File: src/rtl/piso_pkg.sv
`default_nettype none
// ============================================================================
// Module      : piso_pkg
// Description : Shared types and helpers for the piso_serializer family.
//               - piso_state_t : FSM state encoding (IDLE, SHIFT, PARITY)
//               - PISO_MAX_WIDTH : largest supported word width
//               - piso_cnt_w() : bit-counter width for a given word width
// Revision    : 1.0 - initial release
// ============================================================================
package piso_pkg;

  typedef enum logic [1:0] {
    IDLE   = 2'd0,
    SHIFT  = 2'd1,
    PARITY = 2'd2
  } piso_state_t;

  localparam int PISO_MAX_WIDTH = 32;

  // Counter must hold WIDTH-1, which always fits in $clog2(WIDTH) bits
  // for WIDTH >= 2.
  function automatic int piso_cnt_w(input int width);
    return $clog2(width);
  endfunction

endpackage
`default_nettype wire

File: src/rtl/piso_bit_counter.sv
`default_nettype none
// ============================================================================
// Module      : piso_bit_counter
// Description : Loadable down-counter tracking the remaining bits of a frame.
// Ports       : clk, rst     - clock, synchronous active-high reset
//               load, value  - load 'value' (takes priority over en)
//               en           - decrement by one
//               count        - current counter value
//               zero         - count == 0 (last data bit)
// Revision    : 1.0 - initial release
// ============================================================================
module piso_bit_counter #(
  parameter int CNT_W = 2
) (
  input  logic             clk,
  input  logic             rst,
  input  logic             load,
  input  logic             en,
  input  logic [CNT_W-1:0] value,
  output logic [CNT_W-1:0] count,
  output logic             zero
);

  logic [CNT_W-1:0] count_q;
  logic [CNT_W-1:0] count_d;

  always_comb begin
    count_d = count_q;
    if (load) begin
      count_d = value;
    end else if (en) begin
      count_d = count_q - 1'b1;
    end
  end

  always_ff @(posedge clk) begin
    if (rst) begin
      count_q <= '0;
    end else begin
      count_q <= count_d;
    end
  end

  assign count = count_q;
  assign zero  = (count_q == '0);

endmodule
`default_nettype wire

File: src/rtl/piso_serializer.sv
`default_nettype none
// ============================================================================
// Module      : piso_serializer
// Description : Parallel-in serial-out transmitter with valid/ready load
//               handshake. Streams back-to-back words with no idle gap.
// Parameters  : WIDTH     - word width (2..32)
//               MSB_FIRST - 1: bit WIDTH-1 first, 0: bit 0 first
// Config      : PISO_PARITY_EN - when defined, appends one even-parity bit
//               (XOR of the word) to every frame.
// Ports       : clk, rst    - clock, synchronous active-high reset
//               d           - parallel word, sampled on handshake
//               load_valid  - d is valid
//               load_ready  - word can be accepted this cycle
//               sout        - serial data (0 when idle)
//               sout_valid  - sout carries a frame bit
//               frame_start - pulse on first bit of a frame
//               done        - pulse on final cycle of a frame
// Revision    : 1.0 - initial release
// ============================================================================
module piso_serializer
  import piso_pkg::*;
#(
  parameter int WIDTH     = 4,
  parameter bit MSB_FIRST = 1'b1
) (
  input  logic             clk,
  input  logic             rst,
  input  logic [WIDTH-1:0] d,
  input  logic             load_valid,
  output logic             load_ready,
  output logic             sout,
  output logic             sout_valid,
  output logic             frame_start,
  output logic             done
);

  localparam int               CNT_W      = piso_cnt_w(WIDTH);
  localparam logic [CNT_W-1:0] C_CNT_LAST = CNT_W'(WIDTH - 1);

  piso_state_t      state_q;
  piso_state_t      state_d;
  logic [WIDTH-1:0] shreg_q;
  logic [WIDTH-1:0] shreg_d;

  logic [WIDTH-1:0] shreg_shifted;
  logic             head_bit;
  logic             final_cycle;
  logic             accept;
  logic             cnt_load;
  logic             cnt_en;
  logic [CNT_W-1:0] cnt_value;
  logic             cnt_zero;

  // --------------------------------------------------------------------------
  // Bit ordering: head bit and shift direction
  // --------------------------------------------------------------------------
  generate
    if (MSB_FIRST) begin : g_msb_first
      assign head_bit      = shreg_q[WIDTH-1];
      assign shreg_shifted = {shreg_q[WIDTH-2:0], 1'b0};
    end else begin : g_lsb_first
      assign head_bit      = shreg_q[0];
      assign shreg_shifted = {1'b0, shreg_q[WIDTH-1:1]};
    end
  endgenerate

  // --------------------------------------------------------------------------
  // Bit counter: loaded with WIDTH-1 on accept, counts down while shifting.
  // Held at zero once the last bit is reached so it never wraps.
  // --------------------------------------------------------------------------
  piso_bit_counter #(
    .CNT_W (CNT_W)
  ) u_bit_counter (
    .clk   (clk),
    .rst   (rst),
    .load  (cnt_load),
    .en    (cnt_en),
    .value (C_CNT_LAST),
    .count (cnt_value),
    .zero  (cnt_zero)
  );

  // --------------------------------------------------------------------------
  // Handshake: ready in IDLE or on the final cycle of a frame, so the next
  // word follows with zero gap. Held low while rst is asserted.
  // --------------------------------------------------------------------------
`ifdef PISO_PARITY_EN
  logic parity_q;
  logic parity_d;
  assign final_cycle = (state_q == PARITY);
`else
  assign final_cycle = (state_q == SHIFT) && cnt_zero;
`endif

  assign load_ready = !rst && ((state_q == IDLE) || final_cycle);
  assign accept     = load_valid && load_ready;
  assign cnt_load   = accept;
  assign cnt_en     = (state_q == SHIFT) && !cnt_zero;

  // --------------------------------------------------------------------------
  // Next-state logic
  // --------------------------------------------------------------------------
  always_comb begin
    state_d = state_q;
    shreg_d = shreg_q;
`ifdef PISO_PARITY_EN
    parity_d = parity_q;
`endif
    unique case (state_q)
      IDLE: begin
        if (accept) state_d = SHIFT;
      end
      SHIFT: begin
        shreg_d = shreg_shifted;
        if (cnt_zero) begin
`ifdef PISO_PARITY_EN
          state_d = PARITY;
`else
          state_d = accept ? SHIFT : IDLE;
`endif
        end
      end
`ifdef PISO_PARITY_EN
      PARITY: begin
        state_d = accept ? SHIFT : IDLE;
      end
`endif
      default: begin
        state_d = IDLE;
      end
    endcase

    // A new word overrides the shift on the same edge as the final bit.
    if (accept) begin
      shreg_d = d;
`ifdef PISO_PARITY_EN
      parity_d = ^d;
`endif
    end
  end

  always_ff @(posedge clk) begin
    if (rst) begin
      state_q <= IDLE;
      shreg_q <= '0;
`ifdef PISO_PARITY_EN
      parity_q <= 1'b0;
`endif
    end else begin
      state_q <= state_d;
      shreg_q <= shreg_d;
`ifdef PISO_PARITY_EN
      parity_q <= parity_d;
`endif
    end
  end

  // --------------------------------------------------------------------------
  // Output decode (registered state only)
  // --------------------------------------------------------------------------
`ifdef PISO_PARITY_EN
  assign sout       = ((state_q == SHIFT) && head_bit) ||
                      ((state_q == PARITY) && parity_q);
  assign sout_valid = (state_q == SHIFT) || (state_q == PARITY);
`else
  assign sout       = (state_q == SHIFT) && head_bit;
  assign sout_valid = (state_q == SHIFT);
`endif
  assign frame_start = (state_q == SHIFT) && (cnt_value == C_CNT_LAST);
  assign done        = final_cycle;

endmodule
`default_nettype wire

File: config.mk
export PLATFORM = sky130hd
export DESIGN_NAME = piso_serializer
export DESIGN_NICKNAME = d
export VERILOG_FILES = /design/src/rtl/piso_pkg.sv /design/src/rtl/piso_bit_counter.sv /design/src/rtl/piso_serializer.sv
export SDC_FILE = /design/constraint.sdc
export NUM_CORES = 1
export LEC_CHECK = 0
export CAP_MARGIN = 20
export CORE_AREA = 5 5 42 44
export CTS_BUF_LIST = sky130_fd_sc_hd__clkbuf_4 sky130_fd_sc_hd__clkbuf_8
export CTS_CLUSTER_SIZE = 28
export DETAILED_ROUTE_END_ITERATION = 10
export DIE_AREA = 0 0 47 49
export PLACE_DENSITY_LB_ADDON = 0.15
export SYNTH_ARGS = -nofsm -noshare
export SYNTH_HDL_FRONTEND = slang
export SYNTH_SLANG_ARGS = --single-unit
File: constraint.sdc
create_clock -name clk -period 1.3 [get_ports clk]
set_input_delay 0.26 -clock clk [delete_from_list [all_inputs] [get_ports clk]]
set_output_delay 0.26 -clock clk [all_outputs]
set_load 0.005 [all_outputs]
Word level (Yosys, flattened, before mapping)
Cells that the tools add are included.

cells by class
  add/sub/neg operators = 1
  $mul = 0
  divide/modulo/power cells = 0
  order comparisons = 0
  equal/unequal tests = 4
  shift-type cells = 0
  multiplexer cells = 8
  bitwise operators = 0
  reductions and logical operators = 14

operators with widths
  kind                                                                     count
  2-bit two-way mux                                                        4
  4-bit two-way mux                                                        2
  1-bit logical AND                                                        6
  2-bit zero test                                                          2
  2-bit case mux with 2 select lines                                       1
  2-bit nonzero test                                                       2
  2-bit by 1-bit equality test with 1-bit output, second input constant    1
  2-bit equality test, second input constant                               1
  1-bit zero test                                                          2
  2-bit by 1-bit inequality test with 1-bit output, second input constant  1
  2-bit inequality test, second input constant                             1
  2-bit AND reduction                                                      1
  2-bit by 1-bit subtractor with 2-bit output, second input constant       1
  1-bit logical OR                                                         1
  1-bit two-way mux                                                        1

word-level totals
  register bits = 8
  latch bits = 0
  bits in writable memories = 0
  memory bits (read-only) = 0
  bits of input ports = 7
  output and inout bits = 5
  logic and storage cells = 30
  memories kept = 0

Logic depth before layout (Yosys ltp)
Gate-level depths: netlist (run 1).

  depth after elaboration = 8
  depth in mapped cells = 5
  depth with buffers taken out = 5

Modules after synthesis
Synthesis (run 1) repeated with hierarchy kept, for this count alone.

unflattened totals
  cells, all modules = 43
  area total of the unflattened synthesis = 409.1 µm²

by module, submodules not included
  module            times used  cells an instance  area each (µm²)  seq. area each (µm²)
  piso_serializer   1           30                 282.8            100.1
  piso_bit_counter  1           13                 126.4            40.0

Worst setup path before layout (run 1)
OpenSTA, ideal clock, no wires.

  kind = register to output
  start = reg u_bit_counter.count_q[0], in the netlist u_bit_counter.count[0]
  end = out load_ready
  arrival time = 0.976 ns
  path slack = 0.064 ns
  stages on the path, launching flop included = 5
  cell sequence = dfxtp_1 inv_1 ha_1 and2b_4 nor2_1

between the ends
  longest elaborated chain between the ends = 4

RTL lines
  what                      line                    source
  start: declaration        piso_bit_counter.sv:24  logic [CNT_W-1:0] count_q;
  start signal: assignment  piso_bit_counter.sv:40  count_q <= count_d;
  2-bit zero test           piso_bit_counter.sv:45  assign zero = (count_q == '0);
  1-bit logical AND         piso_serializer.sv:92   assign final_cycle = (state_q == SHIFT) && cnt_zero;
  1-bit logical OR          piso_serializer.sv:95   assign load_ready = !rst && ((state_q == IDLE) || final_cycle);
  1-bit logical AND         piso_serializer.sv:95
  end: declaration          piso_serializer.sv:30   output logic load_ready,

Every way passes these cells.

Worst setup path after layout (run 1)
  start = reg u_bit_counter.count_q[0], in the netlist u_bit_counter.count[0]
  end = out frame_start

between the ends
  longest elaborated chain between the ends = 2

RTL lines
  what                 line                    source
  2-bit equality test  piso_serializer.sv:169  assign frame_start = (state_q == SHIFT) && (cnt_value == C_CNT_LAST);
  1-bit logical AND    piso_serializer.sv:169
  end: declaration     piso_serializer.sv:33   output logic frame_start,

Every way passes these cells.

==> results of run 1 <==
[registers in the layout (all words and copies together), names as in the netlist]
signal and flops:
shreg_q 4, state_q 1, u_bit_counter.count 2
[layer usage]
metal | vias to the layer above | wire [um] | GRT usage (%)
met5 | - | 0 | 0
met4 | 0 | 23 | 6.912
met3 | 3 | 57 | 3.321
met2 | 10 | 433 | 14.03
met1 | 162 | 423 | 12.56
li1 | 191 | - | -
[synth_stat cells]
cell type  n  area [um^2]
buf_6      1        11.26
and2_2     3        22.52
nand2b_2   1        8.760
mux2i_1    4        40.04
a211oi_2   2        25.02
ha_1       2        25.02
inv_1      2        7.510
a21o_1     3        22.52
nand3_1    4        20.02
a21oi_1    3        15.01
buf_1      1        3.750
o21a_1     1        7.510
nor3_2     2        20.02
and2b_4    1        10.01
buf_4      1        7.510
dfxtp_1    7        140.1
nor2_1     4        15.01
[cell type report]
class	instances	area, um^2
flip-flops and latches	7	146.4
inverters	2	7.507
clock buffers	4	30.03
repair buffers	22	185.2
well taps	16	20.02
multi-input cells	30	247.7
fillers	155	764.5
[report_power, final]
part	switching [mW]	leakage, nW	total, mW	internal (mW)
Sequential	0.00996	0.0590	0.243	0.233
Clock	0.0832	0.0184	0.221	0.138
Combinational	0.0713	0.201	0.180	0.109
Total	0.164	0.278	0.645	0.480
[cells by family after synthesis]
group | Yosys count | share of synthesized area, %
simple gates | 15 | 23.99
compound gates | 9 | 17.44
flops | 7 | 34.89
buf+inv | 5 | 7.477
mux | 4 | 9.969
fa+ha+maj | 2 | 6.230
[through the flow]
step / hold slack [ns] / cell area, um^2 / std cells
6_report: 0.5471 / 636.9 / 81
2_1_floorplan: 0.4200 / 401.6 / 42
5_1_grt: 0.5660 / 636.9 / 81
3_5_place_dp: 0.5488 / 576.8 / 75
4_1_cts: 0.5358 / 623.1 / 81
3_3_place_gp: 0.5395 / 576.8 / 75
[worst min-delay path, stage by stage (launching register included)]
cell and delay [ns]:
dfxtp_2 0.33, buf_4 0.13, a211oi_2 0.05
[what timing repair did]
action                     4_1_cts  5_1_grt
gates cloned                     0        0
setup endpoints to repair        5        4
hold buffers                     0        0
resized for setup               25        5
pin swaps                        1        2
setup buffers                    2        0
[worst min-delay path by stage]
stage / slack (ns) / start / cells after the start / to
after global placement: 0.54 / u_bit_counter.count[0] / 2 / u_bit_counter.count[0]
after global routing: 0.57 / u_bit_counter.count[0] / 2 / u_bit_counter.count[0]
after CTS: 0.54 / u_bit_counter.count[0] / 2 / u_bit_counter.count[0]
final: 0.55 / u_bit_counter.count[0] / 2 / u_bit_counter.count[0]
after floorplan: 0.42 / d[1] / 2 / shreg_q[1]
after detailed placement: 0.55 / u_bit_counter.count[0] / 2 / u_bit_counter.count[0]
[cell usage in the layout (no fill, tap or decap), drive strengths merged]
master         netlist  final
dfxtp                7      7
o21a                 1      1
ha                   2      2
buf                  3     15
clkdlybuf4s50        0      6
and2                 3      3
nor3                 2      2
nand3                4      4
a21oi                3      3
a211oi               2      2
and2b                1      1
nand2b               1      1
nor2                 4      4
a21o                 3      3
clkbuf               0      4
dlygate4sd2          0      1
inv                  2      2
mux2i                4      4
==> flow_summary_export.csv, run 1 <==
group,metric,value,unit
outcome,status,"finished with violations",
outcome,violations,"negative setup slack",
floorplanning,start_util,28.66,%
placement,io_buffers,11,
floorplanning,core,0.001401,mm^2
clock_tree,numCtsBuffers,3,
routing,avgRoutedWirePerCell,11.58,um
timing,setup_viol,3,
placement,place_ws,-0.2749,ns
power,leakage,0.2784,nW
routing,drt_wl_total,938,um
global_routing,grt_pass1_vias,369,
critical_path,worstPathRequired,1.04,ns
critical_path,crit_path_end,"frame_start",
logic_synthesis,syn_nets,51,
floorplanning,die_h,49,um
critical_path,cp-startpoint,"u_bit_counter.count[0]",
timing,slew_violations,0,
clock_tree,clock_sinks,7,
power,powerDensity,1012,mW/mm^2
timing,clock_skew,0.001939,ns
clock_tree,clockRootBuffer,"clkbuf_4",
clock_tree,clk-insertion-delay-late,0.25,ns
power,power,644.8,uW
critical_path,r2r_cells,6,
critical_path,r2r_start,"u_bit_counter.count[0]",
final_layout,post-route-util,45.45,%
clock_tree,cts_tree,"done",
logic_synthesis,ys_types,17,
critical_path,critPathCaptureType,"output pin",
timing,slew_headroom,87.50,%
logic_synthesis,yosysSeqAreaShare,34.89,%
critical_path,crit_arrival,1.17,ns
routing,ant_nets,0,
logic_synthesis,yosys_warnings,0,
clock_tree,clk_pin_slew,0.05,ns
routing,routed_via_density,4.519,
final_layout,diodes,0,
critical_path,worstPathCellList,"buf_4 -> ha_2 -> and2_2 -> buf_2",
floorplanning,rows,14,
timing,min_period,1.429,ns
final_layout,nets,75,
clock_tree,clock_path_buffers,2,
global_routing,overflow,0,
critical_path,cp.depth,4,
logic_synthesis,syn_avg_cell_area,9.563,um^2
critical_path,r2r_slack,0.10,ns
floorplanning,die_area,0.002303,mm^2
clock_tree,htreeDepth,1,
routing,drcViolationCount,0,
routing,vias,366,
routing,dr.first_iter.drc_count,1,
critical_path,critPathTopFamily,"flip-flops",
global_routing,track_usage,10.08,%
final_layout,drive_gt1_share,53.85,%
timing,max_freq,0.7000,GHz
placement,dp_hpwl,711.9,um
critical_path,cpMaxStageDelayCell,"dfxtp_2",
routing,firstDrtPassIters,3,
hold_path,hp-class,"reg2reg",
timing,fin_tns_setup,-0.3279,ns
critical_path,critPathLaunchType,"register",
timing,timing.final.ws_setup,-0.1286,ns
final_layout,area_delta_synth_final,58.57,%
logic_synthesis,synthCells,42,
global_routing,grt_max_degree,8,
timing,rsz0062_at_grt,"yes",
timing,worst_slew_pin_slew,0.1870,ns
critical_path,crit_fanout,3,
floorplanning,die_x,47,um
critical_path,cpPeakStageDelay,0.32,ns
critical_path,worstSetupPathType,"reg2out",
logic_synthesis,yosys_register_bits,7,
logic_synthesis,netlist_area,401.6,um^2
critical_path,cp_num_buf_inv,2,
global_routing,antenna_found_initial,0,
critical_path,reg2reg_to,"u_bit_counter.count[0]",
power,ir_drop,0.5432,mV
floorplanning,io_pins,12,
timing,finalCritPeriodShare,109.9,%
placement,gp_congestion,0.7396,
timing,hold_violations,0,
job,cap_violations,0,
global_routing,grt_pass1_wl,1.642,mm
Power figures use the tool's default switching activity.
==> run 2, diff against run 1 <==
- SLEW_MARGIN: not set -> 20
==> results of run 2 <==
Final layout, timing and power as in run 1 (identical DEF).
==> run 3, diff against run 2 <==
- CTS_CLUSTER_DIAMETER: not set -> 50
==> results of run 3 <==
Final layout, timing and power as in run 1 (identical DEF).
